[src/rtl/add32_seq_ctrl.sv]
// 32-bit add/subtract sequencer: splits each operation into low and high halves
// on a shared external 16-bit carry-select adder, with valid/ready handshakes.
module add32_seq_ctrl #(
  parameter int unsigned SUB_EN = 1
) (
  input  logic        clock,
  input  logic        resetn,
  input  logic        in_valid,
  output logic        in_ready,
  input  logic [31:0] in_a,
  input  logic [31:0] in_b,
  input  logic        in_sub,
  output logic        out_valid,
  input  logic        out_ready,
  output logic [31:0] out_s,
  output logic        out_cout,
  output logic        out_ovf,
  output logic        busy,
  output logic [15:0] add_a,
  output logic [15:0] add_b,
  output logic        add_cin,
  input  logic [15:0] add_s,
  input  logic        add_cout,
  input  logic        add_last_cin_0,
  input  logic        add_last_cin_1
);

  typedef enum logic [1:0] {StIdle, StLo, StHi, StDone} state_e;

  state_e      r_state, w_state_next;
  logic [31:0] r_a, r_b, r_result;
  logic        r_sub, r_carry, r_cout, r_ovf;
  logic        w_sub, w_accept;

  assign w_sub    = (SUB_EN != 0) && in_sub;
  assign w_accept = (r_state == StIdle) && in_valid;

  always_comb begin
    w_state_next = r_state;
    in_ready     = 1'b0;
    out_valid    = 1'b0;
    add_a        = 16'h0000;
    add_b        = 16'h0000;
    add_cin      = 1'b0;
    unique case (r_state)
      StIdle: begin
        in_ready = 1'b1;
        if (in_valid) w_state_next = StLo;
      end
      StLo: begin
        add_a        = r_a[15:0];
        add_b        = r_b[15:0];
        add_cin      = r_sub;
        w_state_next = StHi;
      end
      StHi: begin
        add_a        = r_a[31:16];
        add_b        = r_b[31:16];
        add_cin      = r_carry;
        w_state_next = StDone;
      end
      StDone: begin
        out_valid = 1'b1;
        if (out_ready) w_state_next = StIdle;
      end
      default: w_state_next = StIdle;
    endcase
  end

  always_ff @(posedge clock or negedge resetn) begin
    if (!resetn) begin
      r_state  <= StIdle;
      r_a      <= 32'h0;
      r_b      <= 32'h0;
      r_sub    <= 1'b0;
      r_carry  <= 1'b0;
      r_result <= 32'h0;
      r_cout   <= 1'b0;
      r_ovf    <= 1'b0;
    end else begin
      r_state <= w_state_next;
      if (w_accept) begin
        r_a   <= in_a;
        // Subtraction as A + ~B + 1; the +1 enters through the low-half carry-in.
        r_b   <= w_sub ? ~in_b : in_b;
        r_sub <= w_sub;
      end
      if (r_state == StLo) begin
        r_result[15:0] <= add_s;
        r_carry        <= add_cout;
      end
      if (r_state == StHi) begin
        r_result[31:16] <= add_s;
        r_cout          <= add_cout;
        // Overflow = carry into bit 31 xor carry out of bit 31.
        r_ovf           <= (r_carry ? add_last_cin_1 : add_last_cin_0) ^ add_cout;
      end
    end
  end

  assign out_s    = r_result;
  assign out_cout = r_cout;
  assign out_ovf  = r_ovf;
  assign busy     = (r_state != StIdle);

endmodule

[config.mk]
export PLATFORM = sky130hd
export DESIGN_NAME = add32_seq_ctrl
export DESIGN_NICKNAME = d
export VERILOG_FILES = /design/src/rtl/add32_seq_ctrl.sv
export SDC_FILE = /design/constraint.sdc
export NUM_CORES = 1
export LEC_CHECK = 0
export ABC_AREA = 1
export BUFFER_PORTS_ARGS = -buffer_cell sky130_fd_sc_hd__buf_4
export CAP_MARGIN = 25
export CELL_PAD_IN_SITES_DETAIL_PLACEMENT = 1
export CELL_PAD_IN_SITES_GLOBAL_PLACEMENT = 2
export CORE_ASPECT_RATIO = 1.75
export CORE_MARGIN = 3
export CORE_UTILIZATION = 29
export DETAILED_ROUTE_END_ITERATION = 12
export PLACE_DENSITY = 0.82
export SYNTH_ARGS = -nofsm -noshare
export SYNTH_HDL_FRONTEND = slang
export SYNTH_SLANG_ARGS = --single-unit
[constraint.sdc]
create_clock -name clock -period 1.51 [get_ports clock]
set_input_delay 0.0755 -clock clock [delete_from_list [all_inputs] [get_ports clock]]
set_output_delay 0.0755 -clock clock [all_outputs]
set_load 0.03 [all_outputs]
==> results of run 1 <==
cell usage in the layout (no fill, tap or decap), types with 2 or more instances in the layout:
| cell type | n |
|---|---|
| nand2_1 | 224 |
| buf_4 | 141 |
| dfrtp_1 | 102 |
| dlygate4sd3_1 | 53 |
| nand3_1 | 35 |
| o21ai_0 | 35 |
| xnor2_1 | 32 |
| buf_6 | 29 |
| a21oi_2 | 27 |
| mux2_2 | 16 |
| buf_12 | 11 |
| clkbuf_16 | 9 |
| inv_1 | 6 |
| a21oi_1 | 5 |
| clkinv_4 | 4 |
| nor2_1 | 3 |
| ha_4 | 3 |
| inv_8 | 3 |
| inv_2 | 2 |
| buf_16 | 2 |
worst paths after layout:
kind,endpoint,slack [ns],depth (start not counted)
hold / removal,r_b[31]$_DFFE_PN0P_,0.008,3
max in group asynchronous,r_b[18]$_DFFE_PN0P_,0.71,3
min in group asynchronous,out_s[16]$_DFFE_PN0N_,0.19,2
hold reg to reg,r_a[19]$_DFFE_PN0P_,0.47,2
setup / recovery,add_a[7],-0.28,6
setup reg to reg,out_ovf$_DFFE_PN0N_,0.05,9
cell families (layout without fill, tap and decap cells):
group,after synthesis,count (layout),share of synthesized area (%)
compound gates,69,69,7.24
simple gates,264,264,21.9
mux,16,16,3.78
buf+inv,48,263,6.35
fa+ha+maj,5,5,1.31
xor+xnor,32,32,5.88
flops,102,102,53.5
registers in the layout, indices dropped and copies added, names as in the netlist:
| name | count |
|---|---|
| r_a | 32 |
| r_sub | 1 |
| out_cout | 1 |
| r_b | 32 |
| r_carry | 1 |
| out_s | 32 |
| out_ovf | 1 |
| r_state | 2 |
worst max-delay path, cell delays in order (launching register included):
cell	delay (ns)
dfrtp_1	0.38
buf_4	0.15
ha_4	0.22
buf_12	0.17
nand2_1	0.10
a21oi_4	0.18
buf_6	0.15
what timing repair did:
item | CTS | global route
hold endpoints to repair | 97 | 0
gates resized for setup | 50 | 19
hold buffers | 53 | 0
pin swaps | 1 | 0
buffers inserted | 5 | 0
cloned | 3 | 0
endpoints found under the setup margin | 34 | 57
power breakdown:
part           internal, mW  switching, mW  leakage (nW)
logic                  3.88           5.47          2.13
registers              4.06          0.774          1.26
clock network          1.33           1.13         0.156
total                  9.27           7.37          3.54
layer usage:
metal	routed length, um	part of all wire, %	GRT usage [%]
met5	0	0	0
met4	516	3.2	7.13
met3	708	4.3	3.18
met2	8990	55	33.6
met1	6110	37	20.1
layout make-up:
cell class                      count  area, sq um
Clock buffer                        9          225
Clock inverter                      7         90.1
Fill cell                        1873         8590
Inverter                           10         42.5
Multi-Input combinational cell    386         2070
Sequential cell                   102         2550
Tap cell                          189          236
Timing Repair Buffer              237         2220
==> flow_metrics.env, run 1 <==
export IMPL_core_area_sq_um=16000
export IMPL_hp_start="in_b[31]"
export IMPL_cts_root_buf="clkbuf_16"
export IMPL_finalMaxSlewViolations=0
export IMPL_ant_nets=0
export IMPL_syn_cell_area_sq_um=4770
export IMPL_grt_max_degree=66
export IMPL_whs_ns=0.00810
export IMPL_layout_setup_ws_ns=-0.281
export IMPL_setup_tns_ns=-7.50
export IMPL_n_antenna_cell=0
export IMPL_ys_ff_latch=102
export IMPL_r2r_start="r_state[1]$_DFFE_PN0P_"
export IMPL_firstDrtPassIters=4
export IMPL_rsz0062_at_grt="true"
export IMPL_routabilityCongestion=0.753
export IMPL_p_leak_nw=3.54
export IMPL_grt_pass1_vias=4883
export IMPL_clk_latency_ns=0.34
export IMPL_antenna_found_initial=0
export IMPL_syn_num_nets=629
export IMPL_finalCritPeriodShare_pct=119
export IMPL_num_rows=61
export IMPL_avgSynthCellArea_sq_um=8.90
export IMPL_ys_types=20
export IMPL_drtIter0Drc=85
export IMPL_setup_viol=33
export IMPL_finClkSkew_ns=0.00753
export IMPL_design_area_sq_um=7440
export IMPL_critical_path_arrival_ns=1.72
export IMPL_crit_type="reg2out"
export IMPL_cts_tree="yes"
export IMPL_fin_crit_ns=1.79
export IMPL_violations="setup timing"
export IMPL_nets=839
export IMPL_avgViaCountPerCell=4.77
export IMPL_synth_top_area_share_pct=53.5
export IMPL_path_max_fanout=14
export IMPL_ys_warnings_count=0
export IMPL_synth_edf_count=0
export IMPL_critPathLaunchType="register"
export IMPL_io_pins=158
export IMPL_dpl_cell_area_sq_um=6210
export IMPL_syn_inst=536
export IMPL_synth_top_area_cell="dfrtp_1"
export IMPL_yosys_cell_count_top_type="nand2_1"
export IMPL_netlist_top_cells_area="dfrtp_1, nand2_1, xnor2_1"
export IMPL_placed_cells=864
export IMPL_ys_seq_area_share_pct=53.5
export IMPL_wl_um=16300
export IMPL_port_buffers=157
export IMPL_die_w_um=103
export IMPL_clkTransAtPathRegs_ns=0.07
export IMPL_cap_violations=0
export IMPL_cts_sinks=102
export IMPL_power_density_nw_per_um2=2240
export IMPL_fp_dieH_um=176
export IMPL_status="finished with violations"
export IMPL_overflow=0
export IMPL_slew_headroom_pct=72.6
export IMPL_htreeDepth=3
export IMPL_hold_path_class="in2reg"
export IMPL_dp_hpwl_um=10700
export IMPL_synthFlopType="dfrtp_1"
export IMPL_stdcell_count=940
export IMPL_cts_made_buffers=9
export IMPL_startpoint="r_state[0]$_DFFE_PN0P_"
export IMPL_die_area_sq_um=18100
export IMPL_initial_utilization_pct=29.8
export IMPL_total_power_mw=16.6
export IMPL_async_reset_ff_share_pct=100
export IMPL_fmax_mhz=558
export IMPL_drive_above_1_share_pct=33.7
export IMPL_tightestPinTransition_ns=0.411
export IMPL_ys_top_cells_by_count="nand2_1, dfrtp_1, nand3_1, o21ai_0, a21oi_1"
export IMPL_grt_pass1_wl_um=25600
export IMPL_final_util_pct=46.4
export IMPL_crit_required_ns=1.43
export IMPL_clockBufferDepth=2
export IMPL_finalHoldViolCount=0
export IMPL_ir_worst_vdd_uv=890
export IMPL_pre_cts_slack_ns=-0.107
export IMPL_area_delta_synth_final_pct=56.0
export IMPL_vias=4482
export IMPL_wl_per_cell_um=17.4
export IMPL_groute_usage_overall_pct=18.2
export IMPL_drcViolationCount=0
export IMPL_crit_path_end_kind="output port"
(Power assumes the default switching activity.)
==> run 2: changes to the inputs <==
--- a/config.mk
+++ b/config.mk
@@ -12,9 +12,9 @@
 export CELL_PAD_IN_SITES_GLOBAL_PLACEMENT = 2
 export CORE_ASPECT_RATIO = 1.75
 export CORE_MARGIN = 3
-export CORE_UTILIZATION = 29
+export CORE_UTILIZATION = 26
 export DETAILED_ROUTE_END_ITERATION = 12
-export PLACE_DENSITY = 0.82
+export PLACE_DENSITY = 0.78
 export SYNTH_ARGS = -nofsm -noshare
 export SYNTH_HDL_FRONTEND = slang
 export SYNTH_SLANG_ARGS = --single-unit
==> constraint.sdc (replaced) <==
create_clock -name clock -period 1.6 [get_ports clock]
set_input_delay 0.08 -clock clock [delete_from_list [all_inputs] [get_ports clock]]
set_output_delay 0.08 -clock clock [all_outputs]
set_load 0.03 [all_outputs]
==> flow_metrics.env, run 2 (synthesized netlist as in run 1, its figures left out) <==
export IMPL_fmax_mhz=562
export IMPL_drtIter0Drc=153
export IMPL_clk_latency_ns=0.34
export IMPL_critPathLaunchType="register"
export IMPL_finalMaxSlewViolations=0
export IMPL_multi_input_area_sq_um=2230
export IMPL_p_sw_share_pct=43.9
export IMPL_io_pins=158
export IMPL_startpoint="r_state[1]$_DFFE_PN0P_"
export IMPL_violations="setup timing"
export IMPL_wl_per_cell_um=16.3
export IMPL_area_delta_synth_final_pct=60.8
export IMPL_clockBufferDepth=2
export IMPL_hp_start="in_b[3]"
export IMPL_switchingPower_mw=7.11
export IMPL_ant_nets=0
export IMPL_final_cell_mix="nand2_1, buf_4, dfrtp_1, dlygate4sd3_1"
export IMPL_firstDrtPassIters=4
export IMPL_wl_um=16000
export IMPL_rsz0062_at_grt="true"
export IMPL_p_int_mw=9.07
export IMPL_power_frac_comb_pct=56.6
export IMPL_dp_hpwl_um=11200
export IMPL_fill_cells=2038
export IMPL_crit_type="reg2out"
export IMPL_crit_path_end_kind="output port"
export IMPL_core_area_sq_um=17800
export IMPL_clkTransAtPathRegs_ns=0.07
export IMPL_port_buffers=157
export IMPL_whs_ns=0.0152
export IMPL_vias=4406
export IMPL_drcViolationCount=0
export IMPL_grt_max_degree=77
export IMPL_slew_headroom_pct=64.3
export IMPL_nets=839
export IMPL_die_w_um=108
export IMPL_layout_setup_ws_ns=-0.179
export IMPL_status="finished with violations"
export IMPL_path_max_fanout=5
export IMPL_fin_crit_ns=1.78
export IMPL_groute_usage_overall_pct=16.4
export IMPL_routabilityCongestion=0.801
export IMPL_dpl_cell_area_sq_um=6220
export IMPL_hold_path_class="in2reg"
export IMPL_grt_pass1_wl_um=25700
export IMPL_initial_utilization_pct=26.8
export IMPL_r2r_start="r_state[0]$_DFFE_PN0P_"
export IMPL_drive_above_1_share_pct=37.5
export IMPL_seq_area_sq_um=2550
export IMPL_final_util_pct=43.1
export IMPL_num_rows=64
export IMPL_n_antenna_cell=0
export IMPL_setup_viol=33
export IMPL_tightestPinTransition_ns=0.535
export IMPL_layout_commonest_cell="nand2_1"
export IMPL_grt_pass1_vias=4949
export IMPL_cts_root_buf="clkbuf_16"
export IMPL_ir_worst_vdd_uv=989
export IMPL_finClkSkew_ns=0.0108
export IMPL_total_power_mw=16.2
export IMPL_crit_required_ns=1.52
export IMPL_pre_cts_slack_ns=0.0371
export IMPL_overflow=0
export IMPL_power_density_nw_per_um2=2110
export IMPL_p_leak_nw=3.64
export IMPL_pwr_share_clk_pct=14.7
export IMPL_critical_path_arrival_ns=1.70
export IMPL_htreeDepth=3
export IMPL_avgViaCountPerCell=4.49
export IMPL_antenna_found_initial=0
export IMPL_cap_violations=0
export IMPL_die_area_sq_um=20100
export IMPL_finalHoldViolCount=0
export IMPL_finalCritPeriodShare_pct=111
export IMPL_seq_power_share_pct=28.7
export IMPL_design_area_sq_um=7670
export IMPL_fp_dieH_um=185
export IMPL_cts_made_buffers=9
export IMPL_cts_tree="yes"
export IMPL_cts_sinks=102
==> run 2: cell count changes in the layout (fill, tap and decap cells not counted), sizes merged <==
cell / change
clkinvlp: +1
buf: +4
bufbuf: -1
bufinv: +1
inv: -2
clkinv: -2
dlygate4sd3: -4
clkbuf: +2
==> run 2: timing repair <==
item | CTS | global route
gates cloned | 3 | 1
setup buffers | 6 | 1
endpoints found under the setup margin | 35 | 50
hold endpoints to repair | 96 | 0
hold buffers | 49 | 0
resized for setup | 90 | 29
pin swaps | 22 | 13
==> run 2: worst paths after layout <==
kind                       cells after the start                     to  slack (ns)
min in group asynchronous                      2  out_s[30]$_DFFE_PN0N_        0.24
max in group asynchronous                      3    r_a[16]$_DFFE_PN0P_        0.77
max reg2reg                                    6   out_s[6]$_DFFE_PN0N_        0.06
max                                            7               add_b[8]       -0.18
min reg2reg                                    2    r_a[19]$_DFFE_PN0P_        0.48
min                                            3     r_b[3]$_DFFE_PN0P_        0.02
==> run 2: per-layer routing <==
metal | up-vias | part of all wire [%] | GRT usage (%) | wire length, um
li1 | 2117 | - | - | -
met1 | 2167 | 37 | 18.2 | 6000
met2 | 109 | 57 | 31.5 | 9190
met3 | 13 | 3.8 | 2.58 | 603
met4 | 0 | 1.3 | 5.26 | 213
met5 | - | 0 | 0 | 0
==> run 2: metrics by stage <==
stage / instances / setup TNS [ns]
floorplan: 536 / -1.18
global placement: 906 / 0
detailed placement: 906 / 0
CTS: 979 / -4.77
global route: 981 / -7.36
finish: 981 / -4.59
==> run 2: cell type report <==
type,count,area share (%)
flip-flops and latches,102,33.3
clock inverters,5,1.08
repair buffers,237,29.1
well taps,231,3.77
inverters,10,0.604
clock buffers,10,3.12
multi-input cells,386,29.0
==> run 2: power by group through the flow <==
stage	Clock (mW)	Sequential [mW]	Combinational, mW
after global routing	2.58	4.80	9.92
after CTS	2.47	4.59	8.89
after detailed placement	0	4.60	7.45
after floorplan	0	5.26	3.76
final	2.38	4.65	9.15
after global placement	0	4.53	7.25
==> run 2: critical path, stage by stage, from the launching register on <==
cell       delay [ns]
dfrtp_1          0.39
inv_2            0.11
ha_4             0.16
buf_12           0.15
clkbuf_16        0.17
nand2_2          0.05
a21oi_2          0.17
buf_6            0.15
==> run 3: changes to the inputs <==
--- a/config.mk
+++ b/config.mk
@@ -14,6 +14,7 @@
 export CORE_MARGIN = 3
 export CORE_UTILIZATION = 26
 export DETAILED_ROUTE_END_ITERATION = 12
+export GPL_TIMING_DRIVEN = 0
 export PLACE_DENSITY = 0.78
 export SYNTH_ARGS = -nofsm -noshare
 export SYNTH_HDL_FRONTEND = slang
==> flow_metrics.env, run 3 (synthesized netlist as in run 1, its figures left out) <==
export IMPL_whs_ns=0.0142
export IMPL_ir_worst_vdd_uv=863
export IMPL_fp_dieH_um=185
export IMPL_wl_per_cell_um=17.1
export IMPL_status="finished with violations"
export IMPL_setup_viol=43
export IMPL_rsz0062_at_grt="true"
export IMPL_port_buffers=155
export IMPL_grt_pass1_vias=5046
export IMPL_cts_sinks=102
export IMPL_critical_path_arrival_ns=1.73
export IMPL_final_util_pct=45.4
export IMPL_antenna_found_initial=0
export IMPL_crit_required_ns=1.52
export IMPL_p_leak_nw=3.82
export IMPL_num_rows=64
export IMPL_finalMaxSlewViolations=0
export IMPL_layout_setup_ws_ns=-0.206
export IMPL_groute_usage_overall_pct=17.2
export IMPL_r2r_cells=7
export IMPL_core_area_sq_um=17800
export IMPL_grt_max_degree=71
export IMPL_clkTransAtPathRegs_ns=0.07
export IMPL_crit_path_end_kind="output port"
export IMPL_layout_commonest_cell="nand2_1"
export IMPL_dp_hpwl_um=12000
export IMPL_drive_above_1_share_pct=41.8
export IMPL_wl_um=17200
export IMPL_placed_cells=923
export IMPL_clockBufferDepth=2
export IMPL_initial_utilization_pct=26.8
export IMPL_avgViaCountPerCell=4.52
export IMPL_firstDrtPassIters=6
export IMPL_fin_crit_ns=1.81
export IMPL_slew_headroom_pct=67.7
export IMPL_drcViolationCount=0
export IMPL_htreeDepth=3
export IMPL_pre_cts_slack_ns=-0.385
export IMPL_stdcell_count=1008
export IMPL_critPathLaunchType="register"
export IMPL_fmax_mhz=554
export IMPL_clk_latency_ns=0.35
export IMPL_vias=4552
export IMPL_overflow=0
export IMPL_finClkSkew_ns=0.0119
export IMPL_cts_made_buffers=9
export IMPL_nets=865
export IMPL_crit_type="reg2out"
export IMPL_drtIter0Drc=135
export IMPL_cts_root_buf="clkbuf_16"
export IMPL_finalHoldViolCount=0
export IMPL_min_path_cells=3
export IMPL_ant_nets=0
export IMPL_cap_violations=0
export IMPL_cts_tree="yes"
export IMPL_violations="setup timing"
export IMPL_path_max_fanout=8
export IMPL_area_delta_synth_final_pct=69.4
export IMPL_fill_cells=2037
export IMPL_tightestPinTransition_ns=0.485
export IMPL_routabilityCongestion=0.766
export IMPL_finalCritPeriodShare_pct=113
export IMPL_grt_pass1_wl_um=26700
export IMPL_io_pins=158
export IMPL_hold_path_class="in2reg"
export IMPL_final_cell_mix="nand2_1, buf_4, dfrtp_1, dlygate4sd3_1, buf_6"
export IMPL_power_density_nw_per_um2=2130
export IMPL_die_area_sq_um=20100
export IMPL_total_power_mw=17.2
export IMPL_n_antenna_cell=0
export IMPL_die_w_um=108
## run 3: changes by cell type in the layout (fill, tap and decap cells not counted), moves of 5 or more
cell and change:
a21oi_2 -11, a21oi_4 +14, buf_2 +12, buf_4 -6
buf_6 +10, buf_8 +8, nand2_1 -15, nand2_2 +10
nand2_4 +5
## run 3: routing by layer
metal  track usage (%)  part of all wire (%)  vias to the layer above
li1                  -                     -                     2173
met1              18.8                    37                     2238
met2              33.6                    57                      117
met3              2.02                   3.2                       24
met4              6.07                   2.5                        0
met5                 0                     0                        -
## run 3: repair_timing
action / 4_1_cts / 5_1_grt
setup endpoints to repair: 42 / 33
setup buffers: 11 / 2
cloned: 4 / 4
endpoints found under the hold margin: 97 / 0
resized for setup: 158 / 44
pin swaps: 10 / 24
hold buffers: 49 / 0
## run 3: cell type report
type | instances | area (sq um) | area share [%]
timing repair buffer | 225 | 2060 | 25.5
multi-input combinational | 386 | 2390 | 29.6
sequential | 102 | 2550 | 31.6
inverter | 10 | 51.3 | 0.635
buffer | 38 | 448 | 5.55
tap | 231 | 289 | 3.58
clock buffer | 9 | 225 | 2.79
clock inverter | 7 | 56.3 | 0.697
## run 3: report_power, final
group / internal (mW) / switching, mW / leakage [nW] / total (mW)
combinational: 4.54 / 5.88 / 2.44 / 10.4
clock: 1.07 / 1.05 / 0.125 / 2.12
sequential: 3.83 / 0.833 / 1.26 / 4.66
total: 9.45 / 7.76 / 3.82 / 17.2
## run 3: per-stage QoR
step | cell area, sq um | TNS, ns
after floorplan | 4770 | -1.18
after global placement | 6220 | -6.82
after detailed placement | 6250 | -8.04
after CTS | 7850 | -6.37
after global routing | 8080 | -8.82
final | 8080 | -6.01
## run 3: final timing paths
| check | startpoint | to | slack, ns |
|---|---|---|---|
| max | r_state[0]$_DFFE_PN0P_ | add_a[8] | -0.21 |
| min | in_b[10] | r_b[10]$_DFFE_PN0P_ | 0.01 |
| max reg2reg | r_state[0]$_DFFE_PN0P_ | out_s[9]$_DFFE_PN0N_ | -0.04 |
| min reg2reg | r_sub$_DFFE_PN0P_ | r_sub$_DFFE_PN0P_ | 0.47 |
| max in group asynchronous | resetn | r_b[22]$_DFFE_PN0P_ | 0.65 |
| min in group asynchronous | resetn | r_a[5]$_DFFE_PN0P_ | 0.24 |
## run 3: critical path, cell delays in order, from the launching register on
cell and delay, ns:
dfrtp_1 0.40, inv_2 0.09, ha_4 0.30, clkinv_8 0.09
clkbuf_16 0.18, a21oi_4 0.16, buf_6 0.16
